## src/rtl/rwc_pkg.sv

```systemverilog
// Shared definitions for the RWC challenge driver: FSM state encoding,
// default bus widths and internal counter widths.
package rwc_pkg;

    localparam int unsigned RWC_ADDR_W    = 10;
    localparam int unsigned RWC_DATA_W    = 32;
    localparam int unsigned SETTLE_CNT_W  = 4;
    localparam int unsigned TIMEOUT_CNT_W = 16;

    typedef enum logic [2:0] {
        ST_IDLE      = 3'd0,
        ST_ISSUE     = 3'd1,
        ST_WAIT_DONE = 3'd2,
        ST_SETTLE    = 3'd3,
        ST_OUTPUT    = 3'd4
    } drv_state_t;

endpackage

```

## src/rtl/rwc_chal_driver.sv

```systemverilog
// Initiator side of the read-write-collision generator handshake.
// Takes a challenge over cmd_*, pulses gen_enable, follows the generator's
// available flag through its busy period, waits SETTLE_CYC cycles, then
// presents {rsp_pos, rsp_neg} and their XOR on the resp_* port.
// Optional build macro RWC_DRV_TIMEOUT_EN adds a WAIT_DONE watchdog and the
// timeout_err output.
module rwc_chal_driver
    import rwc_pkg::*;
#(
    parameter int unsigned ADDR_W      = RWC_ADDR_W,
    parameter int unsigned DATA_W      = RWC_DATA_W,
    parameter int unsigned SETTLE_CYC  = 2,
    parameter int unsigned TIMEOUT_CYC = 64
) (
    input  logic                clk,
    input  logic                rst,
    input  logic                cmd_valid,
    output logic                cmd_ready,
    input  logic [ADDR_W-1:0]   cmd_addr,
    input  logic [DATA_W-1:0]   cmd_data,
    output logic                gen_enable,
    output logic [ADDR_W-1:0]   cha_addr,
    output logic [DATA_W-1:0]   cha_data,
    input  logic                available,
    input  logic [DATA_W-1:0]   rsp_pos,
    input  logic [DATA_W-1:0]   rsp_neg,
    output logic                resp_valid,
    input  logic                resp_ready,
    output logic [ADDR_W-1:0]   resp_addr,
    output logic [2*DATA_W-1:0] resp_data,
    output logic [DATA_W-1:0]   resp_flip,
    output logic                busy
`ifdef RWC_DRV_TIMEOUT_EN
    ,
    output logic                timeout_err
`endif
);

    if (SETTLE_CYC < 1 || SETTLE_CYC > 15) begin : g_bad_settle
        $error("rwc_chal_driver: SETTLE_CYC must be in 1..15");
    end
    if (TIMEOUT_CYC < 8 || TIMEOUT_CYC > 65535) begin : g_bad_timeout
        $error("rwc_chal_driver: TIMEOUT_CYC must be in 8..65535");
    end

    drv_state_t              state, state_nx;
    logic                    ready_en;   // holds cmd_ready low until the first clock after reset
    logic                    seen_low;
    logic [SETTLE_CNT_W-1:0] settle_cnt;
    logic                    settle_last;
    logic                    accept;
    logic                    done_seen;

    assign settle_last = (settle_cnt == SETTLE_CNT_W'(SETTLE_CYC - 1));
    assign done_seen   = available & seen_low;
    assign accept      = cmd_valid & cmd_ready;

`ifdef RWC_DRV_TIMEOUT_EN
    logic [TIMEOUT_CNT_W-1:0] to_cnt;
    logic                     to_hit;
    assign to_hit      = (to_cnt == TIMEOUT_CNT_W'(TIMEOUT_CYC));
    assign timeout_err = (state == ST_WAIT_DONE) & to_hit & ~done_seen;
`endif

    // State register
    always_ff @(posedge clk or posedge rst) begin
        if (rst) state <= ST_IDLE;
        else     state <= state_nx;
    end

    // Next-state and handshake decode; gen_enable depends on registered state only
    always_comb begin
        state_nx   = state;
        gen_enable = 1'b0;
        cmd_ready  = 1'b0;
        busy       = (state != ST_IDLE);
        case (state)
            ST_IDLE: begin
                cmd_ready = ready_en & available & ~resp_valid;
                if (cmd_valid & cmd_ready) state_nx = ST_ISSUE;
            end
            ST_ISSUE: begin
                gen_enable = 1'b1;
                state_nx   = ST_WAIT_DONE;
            end
            ST_WAIT_DONE: begin
                if (done_seen) state_nx = ST_SETTLE;
`ifdef RWC_DRV_TIMEOUT_EN
                else if (to_hit) state_nx = ST_IDLE;
`endif
            end
            ST_SETTLE: begin
                if (settle_last) state_nx = ST_OUTPUT;
            end
            ST_OUTPUT: begin
                if (resp_ready) state_nx = ST_IDLE;
            end
            default: state_nx = ST_IDLE;
        endcase
    end

    // Challenge latch, busy-period tracking, settle counter and response registers
    always_ff @(posedge clk or posedge rst) begin
        if (rst) begin
            ready_en   <= 1'b0;
            seen_low   <= 1'b0;
            settle_cnt <= '0;
            cha_addr   <= '0;
            cha_data   <= '0;
            resp_valid <= 1'b0;
            resp_addr  <= '0;
            resp_data  <= '0;
            resp_flip  <= '0;
        end else begin
            ready_en <= 1'b1;
            case (state)
                ST_IDLE: begin
                    if (accept) begin
                        cha_addr <= cmd_addr;
                        cha_data <= cmd_data;
                    end
                end
                ST_ISSUE: begin
                    seen_low   <= 1'b0;
                    settle_cnt <= '0;
                end
                ST_WAIT_DONE: begin
                    if (!available) seen_low <= 1'b1;
                end
                ST_SETTLE: begin
                    settle_cnt <= settle_cnt + SETTLE_CNT_W'(1);
                    if (settle_last) begin
                        resp_valid <= 1'b1;
                        resp_addr  <= cha_addr;
                        resp_data  <= {rsp_pos, rsp_neg};
                        resp_flip  <= rsp_pos ^ rsp_neg;
                    end
                end
                ST_OUTPUT: begin
                    if (resp_ready) resp_valid <= 1'b0;
                end
                default: ;
            endcase
        end
    end

`ifdef RWC_DRV_TIMEOUT_EN
    // WAIT_DONE watchdog; restarts on every issue
    always_ff @(posedge clk or posedge rst) begin
        if (rst)                        to_cnt <= '0;
        else if (state == ST_ISSUE)     to_cnt <= '0;
        else if (state == ST_WAIT_DONE) to_cnt <= to_cnt + TIMEOUT_CNT_W'(1);
    end
`endif

endmodule

```

## config.mk

```make
export PLATFORM = sky130hd
export DESIGN_NAME = rwc_chal_driver
export DESIGN_NICKNAME = d
export VERILOG_FILES = /design/src/rtl/rwc_pkg.sv /design/src/rtl/rwc_chal_driver.sv
export SDC_FILE = /design/constraint.sdc
export NUM_CORES = 1
export LEC_CHECK = 0
export ABC_AREA = 0
export CELL_PAD_IN_SITES_DETAIL_PLACEMENT = 0
export CELL_PAD_IN_SITES_GLOBAL_PLACEMENT = 1
export CORE_MARGIN = 4
export CORE_UTILIZATION = 36
export DETAILED_ROUTE_END_ITERATION = 7
export PLACE_DENSITY_LB_ADDON = 0.1
export SETUP_SLACK_MARGIN = 0.1
export SYNTH_ARGS = -nofsm -noshare
export SYNTH_HDL_FRONTEND = slang
export SYNTH_SLANG_ARGS = --single-unit
```

## constraint.sdc

```tcl
create_clock -name clk -period 11.2 [get_ports clk]
set_clock_uncertainty 0.1 [all_clocks]
set_input_delay 1.12 -clock clk [delete_from_list [all_inputs] [get_ports clk]]
set_output_delay 1.12 -clock clk [all_outputs]
set_load 0.02 [all_outputs]
```

# Word-level counts from Yosys, hierarchy flattened
# Index checks and enable logic that the tools add are counted.
# word_totals
regBits	158
latch_bits	0
ramBits	0
rom_bits	0
in_bits	111
output_inout_bits	152
mem_count	0
# op_classes
addsub	1
n_mul	0
div_mod_pow	0
n_lt_le_gt_ge	0
eq_ne	10
shifts	0
mux	13
bitwise	7
n_reduce_logical	10
# op_table
op	count
bitwise XOR 32 bit	1
one-hot mux 3 bit (5 select lines)	1
two-way mux 3 bit	4
inequality test 2 bit (second input constant)	5
one-hot mux 4 bit (2 select lines)	1
== test 3 x 2 -> 1 bit (second input constant)	2
AND reduction 2 bit	3
nonzero test 2 bit	3
bitwise AND 1 bit	5
two-way mux 1 bit	5
adder 4 x 1 -> 4 bit (second input constant)	1
== test 4 x 1 -> 1 bit (second input constant)	1
one-hot mux 1 bit (2 select lines)	2
AND reduction 4 bit	1
== test 3 x 1 -> 1 bit (second input constant)	1
== test 3 bit (second input constant)	1
zero test 3 bit	1
AND reduction 3 bit	1
nonzero test 3 bit	1
inverter 1 bit	1

# Longest topological paths before layout
# Gate-level depths: netlist (run 1).
# logic_depth
depth_word	5
depth_mapped	8

# Worst setup path before layout (run 1)
# Ideal clock, no wire load.
# synth_timing
path_kind	in2out
start	in available
end	out cmd_ready
arrival_ns	1.670
required_ns	9.980
slack_ns	8.310
cell_stages	2
path_buffers	0
path_cell_list	nand2_1 -> nor3_1
# synth_between
elab_chain_cells	3
# synth_lines
element	line_no	rtl
start, declared	rwc_chal_driver.sv:24	input logic available,
bitwise AND 1 bit (2 in a row)	rwc_chal_driver.sv:79	cmd_ready = ready_en & available & ~resp_valid;
two-way mux 1 bit	rwc_chal_driver.sv:77	case (state)
end, declared	rwc_chal_driver.sv:18	output logic cmd_ready,
# No other way between the ends.

# Final worst setup path (run 1)
# Same ends and word-level chain as after synthesis.

==> results.py, run 1 <==
metrics = {
    "grt": {
        "antenna_found_initial": 1,
        "grt.overflow.total": 0,
        "grt_pass1_vias": 4546,
        "grt_pass1_wl_um": 25100,
        "grt_max_degree": 81,
        "track_usage": 0.162,
    },
    "layout": {
        "final_nets": 779,
        "multi_input_area_mm2": 0.00221,
        "regArea_mm2": 0.00395,
        "drive_gt1_frac": 0.272,
        "final_common_cell": "clkdlybuf4s50_1",
        "final_cells": 905,
        "layout_common_cells": "262 x clkdlybuf4s50_1, 158 x dfrtp_1, 146 x mux2_2",
        "final.fill_count": 1406,
        "post-route-util": 0.565,
        "syn_to_final_growth_pct": 54.7,
    },
    "pwr": {
        "p_comb_frac": 0.437,
        "seq_power_share": 0.345,
        "p_leak_nw": 4.20,
        "p_per_area_mw_per_mm2": 289,
        "switching_share": 0.336,
        "switching_power_w": 0.000945,
        "p_int_w": 0.00187,
        "max-vdd-ir-drop_v": 0.000140,
        "power_frac_clock": 0.218,
    },
    "detailed_routing": {
        "wl_per_cell_um": 17.3,
        "post-route-drc-count": 0,
        "routed_wirelength_um": 15600,
        "drt_iter0_markers": 134,
        "first_pass_iters": 4,
        "vias": 4160,
        "vias_per_cell": 4.60,
        "ant_nets": 0,
    },
    "timing": {
        "timing_hold_violations_final": 0,
        "worst_pin_slew_ns": 0.984,
        "post-route-period-util": 0.339,
        "timing.hold.ws_ns": 0.388,
        "finalSetupViolations": 0,
        "period_minus_slack_ns": 3.79,
        "clock.fmax_mhz": 264,
        "finalSetupTns_ns": 0,
        "relSlewSlack": 0.344,
        "rsz0062_at_grt": "false",
        "slew_viol_final": 0,
        "setup_ws_ns": 7.41,
    },
    "synthesis": {
        "ys_warn_count": 0,
        "yosysSeqAreaShare": 0.628,
        "synth-seq-cells": 158,
        "synth_area_mm2": 0.00630,
        "yosysUniqueCellTypes": 28,
        "syn_inst": 400,
        "syn_avg_cell_area_um2": 15.7,
        "syn-num-nets": 513,
    },
    "floorplan": {
        "coreArea_mm2": 0.0172,
        "dieWidth_um": 140,
        "start_util": 0.365,
        "num_rows": 48,
        "ioPinCount": 263,
        "die_h_um": 140,
        "dieArea_mm2": 0.0197,
    },
    "worst_setup_path": {
        "worstPathCellList": "clkdlybuf4s50_1 -> nand2_1 -> nor3_1 -> clkdlybuf4s50_1",
        "arrival_ns": 2.57,
        "max_stage_delay_ns": 0.64,
        "critPathKind": "input port to primary output",
        "cp_common_cell": "clkdlybuf4s50_1",
        "reg2reg_from": "settle_cnt[1]",
        "end_kind": "primary output",
        "worstPathRequired_ns": 9.98,
        "critPathSlowestCell": "clkdlybuf4s50_1",
        "cp-start-kind": "input port",
        "worstPathMaxFanout": 3,
        "crit_start": "available",
    },
    "job": {
        "maxCapViolCount": 0,
    },
    "cts": {
        "postCtsHoldBufs": 0,
        "cts_tree": "yes",
        "cts_inserted_buffers": 17,
        "clk_path_buf_depth": 2,
        "cts-root-buf": "clkbuf_16",
        "cts_setup_buffers": 0,
        "h-tree-depth": 4,
        "cts_resized": 0,
        "clkTransAtPathRegs_ns": 0.06,
        "cts.sinks": 158,
        "clkLatencyLatePin_ns": 0.42,
    },
    "placement": {
        "placed_cells": 872,
        "gp_congestion": 0.751,
        "portBuffers": 262,
        "pre_cts_ws_ns": 7.39,
        "dp_hpwl_um": 11400,
    },
    "worst_hold_path": {
        "worstHoldStart": "cha_data[3]",
        "hold_path.class": "flip-flop to flip-flop",
    },
    "status": {
        "status": "finished, final reports clean",
    },
}
==> synthesized netlist by cell type <==
| cell | count | area [um^2] |
|---|---|---|
| or4b_2 | 1 | 10.0 |
| nor3_1 | 2 | 10.0 |
| xor2_1 | 32 | 280 |
| mux2_1 | 2 | 22.5 |
| nand4b_1 | 1 | 8.76 |
| nand3b_1 | 2 | 15.0 |
| a22o_1 | 1 | 8.76 |
| dfrtp_1 | 158 | 3950 |
| clkbuf_1 | 1 | 3.75 |
| nand3_1 | 4 | 20.0 |
| buf_2 | 12 | 60.1 |
| a21o_1 | 1 | 7.51 |
| nor2b_1 | 1 | 6.26 |
| o21ai_0 | 5 | 25.0 |
| nand2_1 | 5 | 18.8 |
| o21bai_1 | 1 | 7.51 |
| conb_1 | 1 | 3.75 |
| and3_1 | 2 | 12.5 |
| nor3b_1 | 1 | 7.51 |
| nor4_4 | 1 | 21.3 |
| nand2b_1 | 5 | 31.3 |
| nor2_1 | 2 | 7.51 |
| ha_1 | 2 | 25.0 |
| mux2_2 | 146 | 1640 |
| buf_6 | 5 | 56.3 |
| a21oi_1 | 1 | 5.00 |
| inv_1 | 4 | 15.0 |
| or3_4 | 1 | 11.3 |
==> metrics by stage <==
stage / total power [W] / instance area (um^2)
6_report: 0.00282 / 9750
5_1_grt: 0.00297 / 9750
4_1_cts: 0.00286 / 9740
3_5_place_dp: 0.00223 / 9110
3_3_place_gp: 0.00220 / 9110
2_1_floorplan: 0.00158 / 6300
==> registers in the layout (all words and copies together), names as in the netlist, 3 cells and up <==
name        count
cha_data       32
settle_cnt      4
state           3
resp_flip      32
resp_addr      10
cha_addr       10
resp_data      64
==> power groups by stage <==
stage	Clock (W)	Combinational, W	Sequential [W]
2_1_floorplan	0	0.000305	0.00128
3_3_place_gp	0	0.00124	0.000969
6_report	0.000612	0.00123	0.000972
5_1_grt	0.000655	0.00130	0.00101
4_1_cts	0.000630	0.00125	0.000977
3_5_place_dp	0	0.00125	0.000982
==> cell type report <==
class	instances	area share
antenna	1	0.000257
clock buffer	19	0.0454
clock inverter	13	0.0191
inverter	4	0.00205
multi-input combinational	220	0.227
sequential	158	0.406
tap	225	0.0289
timing repair buffer	265	0.271
==> worst paths after layout <==
path / slack, ns / end / depth (start not counted)
worst max-delay path: 7.41 / cmd_ready / 4
worst max register to register: 8.14 / resp_flip[29] / 6
worst min-delay path: 0.39 / cha_data[3] / 1
worst min register to register: 0.39 / cha_data[3] / 1
max in group asynchronous: 8.38 / resp_data[44] / 3
min in group asynchronous: 1.09 / resp_data[2] / 2
==> logic make-up after synthesis <==
family	synth area share
XOR/XNOR	0.0445
flip-flops	0.628
AND/OR/NAND/NOR	0.0286
buffers and inverters	0.0215
AO/OA/AOI/OAI	0.00854
adder cells (fa/ha/maj)	0.00397
multiplexers	0.265
other	0.000595
==> worst max-delay path: cells and delay by family <==
family	cells	cell delay (ns)
buffers and inverters	2	1.14
AND/OR/NAND/NOR	2	0.31
==> per-layer routing <==
metal	part of all wire	global-route usage	vias to the layer above
li1	-	-	1936
met1	0.39	0.190	2052
met2	0.51	0.266	155
met3	0.088	0.0724	17
met4	0.013	0.0535	0
met5	0	0	-
(Power assumes the default switching activity.)
==> run 2, diff against run 1 <==
- CORE_UTILIZATION: 36 -> 34
- clock period: 11.2 -> 3.89 ns (I/O delays scaled with it)
==> run 2 against run 1 <==
Sequential share of layout area down 0.22 points. Critical endpoint unchanged. Hold slack worse by 0.0020 ns. Core utilization shrank 2.4 points. Via count grew 0.58%. Highest routed layer unchanged. Clock-buffer cell count grew 2. Critical path depth is 1 lower. Setup slack got worse by 6.2 ns.
==> results.py, run 2 (synthesized netlist as in run 1, its figures left out) <==
metrics = {
    "floorplan": {
        "coreArea_mm2": 0.0181,
        "dieWidth_um": 144,
        "die_h_um": 144,
        "dieArea_mm2": 0.0208,
        "num_rows": 49,
        "ioPinCount": 263,
        "start_util": 0.348,
    },
    "timing": {
        "rsz0062_at_grt": "false",
        "slew_viol_final": 0,
        "setup_ws_ns": 1.18,
        "finalSetupViolations": 0,
        "timing_hold_violations_final": 0,
        "relSlewSlack": 0.311,
        "post-route-period-util": 0.696,
        "worst_pin_slew_ns": 1.03,
        "finalSetupTns_ns": 0,
        "clock.fmax_mhz": 369,
        "period_minus_slack_ns": 2.71,
    },
    "worst_setup_path": {
        "cp.depth": 3,
        "path_delay_family": "buffers and inverters",
        "worstPathMaxFanout": 11,
        "max_stage_delay_ns": 0.67,
        "worstPathCellList": "or3_4 -> nor3_1 -> clkdlybuf4s50_1",
        "critPathSlowestCell": "clkdlybuf4s50_1",
        "cp-start-kind": "flip-flop",
        "worstPathRequired_ns": 3.40,
        "arrival_ns": 2.22,
        "end_kind": "primary output",
        "path_buf_inv": 1,
        "r2r_cells": 6,
        "critPathKind": "flip-flop to primary output",
    },
    "layout": {
        "drive_gt1_frac": 0.269,
        "multi_input_area_mm2": 0.00221,
        "antennaDiodeCount": 0,
        "final_nets": 781,
        "regArea_mm2": 0.00395,
        "reg_top3": "resp_data: 64 flops, cha_data: 32 flops, resp_flip: 32 flops",
        "top_register": "resp_data",
        "final_common_cell": "clkdlybuf4s50_1",
        "syn_to_final_growth_pct": 55.6,
        "layout_common_cells": "262 x clkdlybuf4s50_1, 158 x dfrtp_1, 146 x mux2_2",
        "largest_reg_flops": 64,
        "final.fill_count": 1515,
    },
    "cts": {
        "cts_tree": "yes",
        "cts-root-buf": "clkbuf_16",
        "cts_setup_buffers": 0,
        "postCtsHoldBufs": 0,
        "cts_inserted_buffers": 17,
        "cts.sinks": 158,
        "clk_path_buf_depth": 2,
        "cts_resized": 0,
        "h-tree-depth": 4,
        "clkTransAtPathRegs_ns": 0.06,
        "clkLatencyLatePin_ns": 0.41,
    },
    "placement": {
        "pre_cts_ws_ns": 1.36,
        "dp_hpwl_um": 11500,
        "gp_congestion": 0.712,
        "portBuffers": 262,
    },
    "detailed_routing": {
        "vias": 4184,
        "routed_wirelength_um": 15800,
        "first_pass_iters": 4,
        "post-route-drc-count": 0,
        "wl_per_cell_um": 17.4,
        "vias_per_cell": 4.60,
        "ant_nets": 0,
        "drt_iter0_markers": 96,
    },
    "status": {
        "status": "finished, final reports clean",
    },
    "worst_hold_path": {
        "holdPathStages": 1,
        "hold_path.class": "flip-flop to flip-flop",
    },
    "grt": {
        "grt_pass1_vias": 4610,
        "grt_pass1_wl_um": 24800,
        "grt_max_degree": 83,
        "antenna_found_initial": 0,
        "track_usage": 0.154,
        "grt.overflow.total": 0,
    },
    "job": {
        "maxCapViolCount": 0,
    },
    "pwr": {
        "p_leak_nw": 4.22,
        "p_per_area_mw_per_mm2": 837,
        "max-vdd-ir-drop_v": 0.000441,
    },
}
-- run 2: cell count changes in the layout (fill, tap and decap cells not counted) --
cell,delta
clkbuf_8,-1
clkbuf_1,+3
buf_12,+1
clkinv_2,-2
diode_2,-1
bufinv_16,+2
buf_4,+1
clkinv_4,+1
clkinvlp_4,-1
inv_6,-3
-- run 2: stage by stage --
step | std cells | cell area, um^2 | hold slack (ns) | total power [W] | utilization
final | 909 | 9800 | 0.386 | 0.00820 | 0.542
after global routing | 909 | 9800 | 0.416 | 0.00866 | 0.542
after CTS | 909 | 9800 | 0.392 | 0.00833 | 0.542
after detailed placement | 878 | 9150 | 0.378 | 0.00643 | 0.506
after global placement | 878 | 9150 | 0.366 | 0.00636 | 0.506
after floorplan | 400 | 6300 | 0.385 | 0.00455 | -
-- run 2: power breakdown --
| part | total, W | internal (W) | switching (W) |
|---|---|---|---|
| sequential | 0.00280 | 0.00239 | 0.000415 |
| clock | 0.00185 | 0.00120 | 0.000642 |
| combinational | 0.00355 | 0.00191 | 0.00164 |
| total | 0.00820 | 0.00550 | 0.00270 |
-- run 2: metal layers --
layer | vias to the layer above | routed length [um] | GRT usage
met4 | 0 | 241 | 0.0590
met2 | 178 | 7540 | 0.245
met3 | 16 | 1810 | 0.0724
met1 | 2047 | 6250 | 0.181
met5 | - | 0 | 0
li1 | 1943 | - | -
-- run 2: worst paths after layout --
check                               from             to  slack, ns
setup / recovery                state[1]      cmd_ready       1.18
hold / removal               cha_data[2]    cha_data[2]       0.39
setup reg to reg           settle_cnt[1]  resp_data[44]       1.40
hold reg to reg              cha_data[2]    cha_data[2]       0.39
max in group asynchronous            rst   resp_flip[3]       2.42
min in group asynchronous            rst  resp_data[63]       0.57
-- run 2: layout make-up --
type,count,area share
flip-flops and latches,158,0.403
repair buffers,267,0.273
multi-input cells,220,0.226
clock buffers,21,0.0449
well taps,229,0.0292
clock inverters,10,0.0217
inverters,4,0.00192
